$ cat config.mk
export PLATFORM = sky130hd
export DESIGN_NAME = pipe_ctrl
export DESIGN_NICKNAME = d
export VERILOG_FILES = /design/src/rtl/pipe_ctrl_pkg.sv /design/src/rtl/pipe_ctrl_sat_counter.sv /design/src/rtl/pipe_ctrl.sv
export SDC_FILE = /design/constraint.sdc
export NUM_CORES = 1
export LEC_CHECK = 0
export CORE_MARGIN = 8
export CORE_UTILIZATION = 35
export DETAILED_ROUTE_END_ITERATION = 10
export DONT_BUFFER_PORTS = 1
export GPL_TIMING_DRIVEN = 0
export HOLD_SLACK_MARGIN = 0.02
export SLEW_MARGIN = 40
export SYNTH_ARGS = -nofsm -noshare
export SYNTH_HDL_FRONTEND = slang
export SYNTH_SLANG_ARGS = --single-unit
$ cat constraint.sdc
create_clock -name clk -period 4.4 [get_ports clk]
set_input_delay 0.44 -clock clk [delete_from_list [all_inputs] [get_ports clk]]
set_output_delay 0.44 -clock clk [all_outputs]
set_load 0.1 [all_outputs]
$ cat src/rtl/pipe_ctrl_pkg.sv
// pipe_ctrl_pkg: shared pipeline-control types.
//   stall_bus_t  : per-stage stall vector {wb,mem,ex,id,if,pc}, bit0 = pc
//   STALL_*      : stall encodings, each freezing its stage and everything upstream
//   ctrl_state_e : sequencing FSM states
package pipe_ctrl_pkg;

  typedef logic [5:0] stall_bus_t;

  localparam stall_bus_t STALL_NONE = 6'b000000;
  localparam stall_bus_t STALL_ID   = 6'b000111;
  localparam stall_bus_t STALL_EX   = 6'b001111;
  localparam stall_bus_t STALL_MEM  = 6'b011111;

  typedef enum logic {
    CTRL_IDLE  = 1'b0,
    CTRL_MULTI = 1'b1
  } ctrl_state_e;

endpackage

$ cat src/rtl/pipe_ctrl_sat_counter.sv
// sat_counter: W-bit up counter that sticks at all-ones, with synchronous
// clear taking priority over increment. Reusable for any perf event.
//   clk, rst : clock, async active-low reset
//   clr_i    : synchronous clear
//   inc_i    : count this cycle
//   cnt_o    : registered count
module sat_counter #(
  parameter int W = 32
) (
  input  logic         clk,
  input  logic         rst,
  input  logic         clr_i,
  input  logic         inc_i,
  output logic [W-1:0] cnt_o
);

  logic [W-1:0] cnt_q, cnt_d;

  always_comb begin
    cnt_d = cnt_q;
    if (clr_i)                    cnt_d = '0;
    else if (inc_i && cnt_q != '1) cnt_d = cnt_q + W'(1);
  end

  always_ff @(posedge clk or negedge rst) begin
    if (!rst) cnt_q <= '0;
    else      cnt_q <= cnt_d;
  end

  assign cnt_o = cnt_q;

endmodule

$ cat src/rtl/pipe_ctrl.sv
// pipe_ctrl: five-stage pipeline sequencing controller.
// Merges flush / MEM / EX / ID stall sources into one stall vector, runs the
// multi-cycle EX hold counter, and counts stalled cycles.
//   clk, rst          : clock, async active-low reset
//   stallreq_id_i     : ID load-use hazard
//   stallreq_mem_i    : MEM bus not ready (freezes the whole controller)
//   ex_multi_start_i  : multi-cycle op in EX, only looked at in IDLE
//   ex_multi_len_i    : total EX occupancy N
//   flush_req_i       : exception/eret flush
//   perf_clr_i        : clear stall counter
//   stall_o, flush_o, ex_done_o : same-cycle combinational outputs
//   ex_busy_o         : registered, op in progress
//   stall_cnt_o       : registered saturating count of stall cycles
module pipe_ctrl
  import pipe_ctrl_pkg::*;
#(
  parameter int CNT_W  = 6,
  parameter int PERF_W = 32
) (
  input  logic              clk,
  input  logic              rst,
  input  logic              stallreq_id_i,
  input  logic              stallreq_mem_i,
  input  logic              ex_multi_start_i,
  input  logic [CNT_W-1:0]  ex_multi_len_i,
  input  logic              flush_req_i,
  input  logic              perf_clr_i,
  output logic [5:0]        stall_o,
  output logic              flush_o,
  output logic              ex_busy_o,
  output logic              ex_done_o,
  output logic [PERF_W-1:0] stall_cnt_o
);

  ctrl_state_e      state_q, state_d;
  logic [CNT_W-1:0] cnt_q, cnt_d;
  logic             ex_stall;

  always_comb begin
    state_d   = state_q;
    cnt_d     = cnt_q;
    stall_o   = STALL_NONE;
    flush_o   = 1'b0;
    ex_done_o = 1'b0;
    ex_stall  = 1'b0;
    // Outputs are forced quiet while reset is held, even with requests high.
    if (rst) begin
      if (flush_req_i) begin
        flush_o = 1'b1;
        state_d = CTRL_IDLE;
        cnt_d   = '0;
      end else if (stallreq_mem_i) begin
        // Freeze: state and count hold, done is withheld until MEM releases.
        stall_o = STALL_MEM;
      end else begin
        case (state_q)
          CTRL_IDLE: begin
            if (ex_multi_start_i) begin
              if (ex_multi_len_i >= CNT_W'(2)) begin
                // N-1 stall cycles remain including this one; cnt counts the rest.
                ex_stall = 1'b1;
                cnt_d    = ex_multi_len_i - CNT_W'(2);
                state_d  = CTRL_MULTI;
              end else begin
                ex_done_o = 1'b1;
              end
            end
          end
          CTRL_MULTI: begin
            if (cnt_q != '0) begin
              ex_stall = 1'b1;
              cnt_d    = cnt_q - CNT_W'(1);
            end else begin
              ex_done_o = 1'b1;
              state_d   = CTRL_IDLE;
            end
          end
          default: state_d = CTRL_IDLE;
        endcase
        if (ex_stall)           stall_o = STALL_EX;
        else if (stallreq_id_i) stall_o = STALL_ID;
      end
    end
  end

  always_ff @(posedge clk or negedge rst) begin
    if (!rst) begin
      state_q <= CTRL_IDLE;
      cnt_q   <= '0;
    end else begin
      state_q <= state_d;
      cnt_q   <= cnt_d;
    end
  end

  assign ex_busy_o = (state_q == CTRL_MULTI);

  sat_counter #(.W(PERF_W)) u_stall_cnt (
    .clk   (clk),
    .rst   (rst),
    .clr_i (perf_clr_i),
    .inc_i (stall_o != STALL_NONE),
    .cnt_o (stall_cnt_o)
  );

endmodule
Word level (Yosys, flattened, before mapping)
Index checks and enable logic that the tools add are counted.
W data, S select, Z words.
{"block": "totals", "register_bits": 39, "input_bits": 13, "output_inout_bits": 41, "elab_cells": 49}
{"block": "op_classes", "n_addsub": 3, "order_cmp": 1, "n_eq_ne": 5, "muxes": 30, "bitwise": 1, "n_reduce_logical": 6}
{"cell": "$mux W32", "n": 2}
{"cell": "$mux W6", "n": 6}
{"cell": "$add A32 B1 Y32 const B", "n": 1}
{"cell": "$ne A32 B32 Y1 const B", "n": 1}
{"cell": "$mux W1", "n": 15}
{"cell": "$pmux W6 S2", "n": 1}
{"cell": "$reduce_bool A6 Y1", "n": 2}
{"cell": "$mux W5", "n": 2}
{"cell": "$ge A6 B2 Y1 const B", "n": 1}
{"cell": "$ne A3 B3 Y1 const B", "n": 2}
{"cell": "$sub A6 B1 Y6 const B", "n": 1}
{"cell": "$sub A6 B2 Y6 const B", "n": 1}
{"cell": "$reduce_and A5 Y1", "n": 1}
{"cell": "$mux W4", "n": 1}
{"cell": "$pmux W1 S2", "n": 2}
{"cell": "$mux W3", "n": 1}
{"cell": "$ne A3 B2 Y1 const B", "n": 1}
{"cell": "$ne A2 B1 Y1 const B", "n": 1}
{"cell": "$reduce_and A2 Y1", "n": 1}
{"cell": "$reduce_bool A2 Y1", "n": 1}
{"cell": "$logic_and A1 B1 Y1", "n": 1}
{"cell": "$not A1 Y1", "n": 1}

Longest topological paths before layout
{"block": "depth", "depth_word": 15, "ltp_mapped": 10}

By module
A second synthesis with hierarchy kept.
{"block": "hier_totals", "cells_unflattened": 278, "hier_area_um2": 2572.5}
{"mod": "sat_counter", "instances": 1, "cells_each": 198, "area_per_inst_um2": 1854.3}
{"mod": "pipe_ctrl", "instances": 1, "cells_each": 80, "area_per_inst_um2": 718.2}

Least setup slack after synthesis
OpenSTA, ideal clock, no wires.
{"block": "synth_timing", "path_kind": "reg2out", "startpoint": "register state_q (netlist: ex_busy_o)", "endpoint": "output port ex_done_o", "t_arrival_ns": 3.450, "t_required_ns": 3.960, "setup_slack_ns": 0.510, "stages_incl_launch_ff": 4, "path_buffers": 1, "cell_sequence": "dfrtp_1 clkbuf_1 a21oi_1 nor3_1"}
{"block": "synth_between", "elab_chain_cells": 5}
{"item": "start, declared", "line_no": "pipe_ctrl.sv:35", "rtl": "ctrl_state_e state_q, state_d;"}
{"item": "start signal, assigned", "line_no": "pipe_ctrl.sv:91", "rtl": "state_q <= state_d;"}
{"item": "$not A1 Y1"}
{"item": "$pmux W1 S2 (*)", "line_no": "pipe_ctrl.sv:56", "rtl": "case (state_q)"}
{"item": "$mux W1 (*)", "line_no": "pipe_ctrl.sv:52", "rtl": "end else if (stallreq_mem_i) begin"}
{"item": "$mux W1 (*)", "line_no": "pipe_ctrl.sv:48", "rtl": "if (flush_req_i) begin"}
{"item": "$mux W1 (*)", "line_no": "pipe_ctrl.sv:47", "rtl": "if (rst) begin"}
{"item": "end, declared", "line_no": "pipe_ctrl.sv:31", "rtl": "output logic ex_done_o,"}
Mark *: on every way between the ends. The rest lies on a longest branch, timed or not.

Worst setup path after layout
{"block": "layout_timing", "startpoint": "register state_q (netlist: ex_busy_o)", "endpoint": "output port stall_o[2]"}
{"block": "layout_between", "elab_chain_cells": 9}
{"item": "$not A1 Y1"}
{"item": "$pmux W1 S2 (*)", "line_no": "pipe_ctrl.sv:56"}
{"item": "$mux W1 (*)", "line_no": "pipe_ctrl.sv:52"}
{"item": "$mux W1 (*)", "line_no": "pipe_ctrl.sv:48"}
{"item": "$mux W1 (*)", "line_no": "pipe_ctrl.sv:47"}
{"item": "$mux W4 (*)", "line_no": "pipe_ctrl.sv:80", "rtl": "if (ex_stall) stall_o = STALL_EX;"}
{"item": "$mux W5 (*)", "line_no": "pipe_ctrl.sv:52"}
{"item": "$mux W5 (*)", "line_no": "pipe_ctrl.sv:48"}
{"item": "$mux W6 (*)", "line_no": "pipe_ctrl.sv:47"}
{"item": "end, declared", "line_no": "pipe_ctrl.sv:28", "rtl": "output logic [5:0] stall_o,"}
Mark *: on every way between the ends. The rest lies on a longest branch, timed or not. The select of a mux whose other input is x is not followed.

==> metrics.md <==
| Metric | Value |
|---|---|
| Hold WC Path Type | `in -> reg` |
| Most area-hungry cell type in the Yosys netlist | `dfrtp_1` |
| Die X-Extent | `101.1 um` |
| Fmax | `0.2919 GHz` |
| VDD IR max | `0.1788 mV` |
| #FFs+latches synth | `39` |
| CTS Buf Count | `5` |
| Clock Sinks | `39` |
| P_leak | `0.9846 nW` |
| Mapped Area | `0.002536 mm2` |
| EDFF count, synth | `0` |
| Total Routed Length | `7.356 mm` |
| Slew Limit Fails | `0` |
| RSZ-0062 raised after global routing | `no` |
| CP startpoint kind | `flip-flop` |
| Synth top area share | `0.3848` |
| Crit path buf inv count | `4` |
| Final worst-path cycle share | `0.7787` |
| Max Buffers Root-to-Sink | `2` |
| Actual slew at the worst max-slew pin | `0.7422 ns` |
| CP cell instances | `clkbuf_1, a211oi_1, o31ai_1, buf_2, inv_2, buf_4` |
| Clock Skew | `0.01183 ns` |
| Synthesis warning total | `0` |
| Final worst slack | `0.9737 ns` |
| Routed vias | `2,375` |
| Routed vias/inst | `5.879` |
| Post-place setup slack | `1.279 ns` |
| Maxcap violations | `0` |
| I/O pin cnt | `54` |
| Cell count after synthesis | `292` |
| Area of the core | `0.007137 mm2` |
| CTS clk-pin slew, worst paths | `0.08 ns` |
| Die Area | `0.01023 mm2` |
| Post-CTS Resized | `0` |
| H-tree depth | `2` |
| Status | `complete, no violations` |
| Fin nets | `319` |
| Synth-to-layout area growth | `12.19%` |
| CP required | `3.96 ns` |
| Critical Path End Type | `output port` |
| Initial Util | `0.3554` |
| Synth unique cells | `46` |
| Syn nets | `309` |
| Router iterations before antenna repair | `4` |
| Endpoints failing setup | `0` |
| Final ANT Viol Nets | `0` |
| Slew headroom | `0.5014` |
| Clock root buffer | `clkbuf_8` |
| Hold Violations, Final | `0` |
| Ranking of synthesized cells by area | `dfrtp_1 38%, or4_1 5.9%, o31ai_1 5.6%` |
| Final total power | `0.8072 mW` |
| Fraction of layout cells with a size suffix above 1 | `0.2343` |
| Port bufs | `0` |
| Drc violations | `0` |
| Clock latency on the worst-skew pair | `0.30 ns` |
| Placed Area | `0.002725 mm2` |
| Final Critical Period | `3.426 ns` |
| Largest net degree at the start of global routing | `40` |
| Fin Setup TNS | `0 ns` |
| Syn Area/Cell | `8.686 um2` |
| Detailed placement HPWL | `5.348 mm` |
| Worst Path Arrival | `2.99 ns` |
| Slowest cell on crit path | `dfrtp_2` |
| Number of global-route vias before repair | `2,260` |
| Crit-path max cell delay | `0.61 ns` |
| CP Max Fanout | `10` |
| Die H | `101.1 um` |
| Wire per inst | `18.21 um` |
| Cell Pwr Density | `283.7 mW/mm2` |
| Hold WS | `0.3019 ns` |
| Register area share after synthesis | `0.3848` |
| Overflow after GRT | `0` |
| Finished Cell Area | `0.002845 mm2` |
| Row count | `31` |
| Prevailing post-synth register cell | `dfrtp_1` |
| Initial DRC Count | `92` |
| Family with the most delay on the worst path | `buffers and inverters` |
| Total track usage | `0.1474` |
| Setup CP Type | `reg -> out` |
| Routability Congestion | `0.8625` |
| First-pass GRT wire length | `11.99 mm` |
| Post-synthesis async set-or-reset flop share | `1.000` |
| Initial antenna violation count | `1` |
| TritonCTS clock tree | `built` |
==> per-stage QoR <==
step / utilization / instances
2_1_floorplan: - / 292
5_1_grt: 0.3980 / 402
6_report: 0.3987 / 404
4_1_cts: 0.3980 / 402
3_5_place_dp: 0.3818 / 392
3_3_place_gp: 0.3727 / 391
==> worst reg2reg max path: stages (launching register included) <==
cell and delay (ns):
dfrtp_2 0.61, clkbuf_1 0.29, a211oi_1 0.55, o31ai_1 0.16, buf_2 0.21, inv_2 0.46, and4_1 0.29, mux2_2 0.33
==> cells in the mapped netlist, types with 2 or more instances <==
library cell / number
o2bb2ai_1: 3
o31ai_1: 19
mux2i_1: 2
nor3_1: 14
o21a_1: 2
xor2_1: 2
nor2b_1: 7
o211ai_1: 3
and3_1: 2
or2_2: 2
nand4_1: 6
o21ai_0: 8
nand2_1: 15
nor2_1: 27
clkbuf_1: 8
o221ai_1: 4
ha_1: 4
nand2b_1: 2
nand3_1: 16
and4_1: 2
a31oi_1: 2
and2_1: 2
mux2_2: 9
buf_2: 6
dfrtp_1: 39
or4_1: 20
nor4_1: 5
inv_1: 13
or3_1: 4
buf_4: 3
a21oi_1: 26
==> sequential cells by signal, indices dropped and copies added (netlist names) <==
register	cells
cnt_q	6
ex_busy_o	1
u_stall_cnt.cnt_o	32
==> layout by cell type, fill, tap and decap left out, types with 2 or more instances in the layout <==
cell type  netlist  routed
a21oi_1         26      26
a31oi_1          2       2
and2_2           0       2
and3_1           2       2
and4_1           2       2
buf_2            6       6
buf_4            3       3
clkbuf_1         8       9
clkbuf_8         0       5
dfrtp_1         39       6
dfrtp_2          0      33
diode_2          0       2
ha_1             4       4
inv_1           13      12
mux2_2           9       9
mux2i_1          2       2
nand2_1         15      15
nand2b_1         2       2
nand3_1         16      16
nand4_1          6       6
nor2_1          27      27
nor2b_1          7       7
nor3_1          14      13
nor4_1           5       5
o211ai_1         3       3
o21ai_0          8       8
o221ai_1         4       4
o2bb2ai_1        3       3
o31ai_1         19      19
or2_2            2       2
or3_1            4       4
or4_1           20      20
xor2_1           2       2
==> final timing paths <==
kind	startpoint	end	slack, ns	depth (start not counted)
setup reg to reg	ex_busy_o$_DFFE_PN0P_	u_stall_cnt.cnt_o[19]$_DFFE_PN0P_	1.39	7
hold / removal	perf_clr_i	u_stall_cnt.cnt_o[26]$_DFFE_PN0P_	0.30	2
hold reg to reg	cnt_q[5]$_DFFE_PN0P_	cnt_q[5]$_DFFE_PN0P_	0.52	1
setup / recovery	ex_busy_o$_DFFE_PN0P_	stall_o[2]	0.97	6
max in group asynchronous	rst	u_stall_cnt.cnt_o[20]$_DFFE_PN0P_	3.56	2
min in group asynchronous	rst	u_stall_cnt.cnt_o[26]$_DFFE_PN0P_	0.61	2
==> layout make-up <==
cell class	instances	area (um2)
timing repair buffer	3	45.04
fill	752	4292
multi-input combinational	223	1438
sequential	39	1017
buffer	17	82.58
inverter	13	48.80
clock buffer	6	72.57
clock inverter	2	12.51
tap	99	123.9
antenna	2	5.005
==> timing repair <==
| item | CTS | global route |
|---|---|---|
| setup buffers | 0 | 0 |
| endpoints found under the setup margin | 0 | 0 |
| endpoints found under the hold margin | 39 | 0 |
| hold buffers | 2 | 0 |
==> routing by layer <==
layer	GRT usage	vias to the layer above	routed length, um
li1	-	1125	-
met1	0.1749	1159	3008
met2	0.2409	79	3627
met3	0.04903	12	603
met4	0.05498	0	116
met5	0	-	0
==> cells by family (layout without fill, tap and decap cells) <==
family,after synthesis,count (layout),synth area share
and+or+nand+nor,129,129,0.2851
AOI/OAI and AO/OA,75,75,0.1988
xor gates and xnor gates,3,3,0.01036
muxes,11,11,0.04786
buffers and inverters,30,41,0.05180
DFF,39,39,0.3848
adders and majority gates,4,4,0.01973
other,1,3,0.001479
==> power by group <==
| part | internal (mW) | leakage [nW] | switching [mW] |
|---|---|---|---|
| clock | 0.111 | 0.0412 | 0.131 |
| combinational | 0.0476 | 0.460 | 0.115 |
| sequential | 0.371 | 0.484 | 0.0320 |
(Power assumes the default switching activity.)
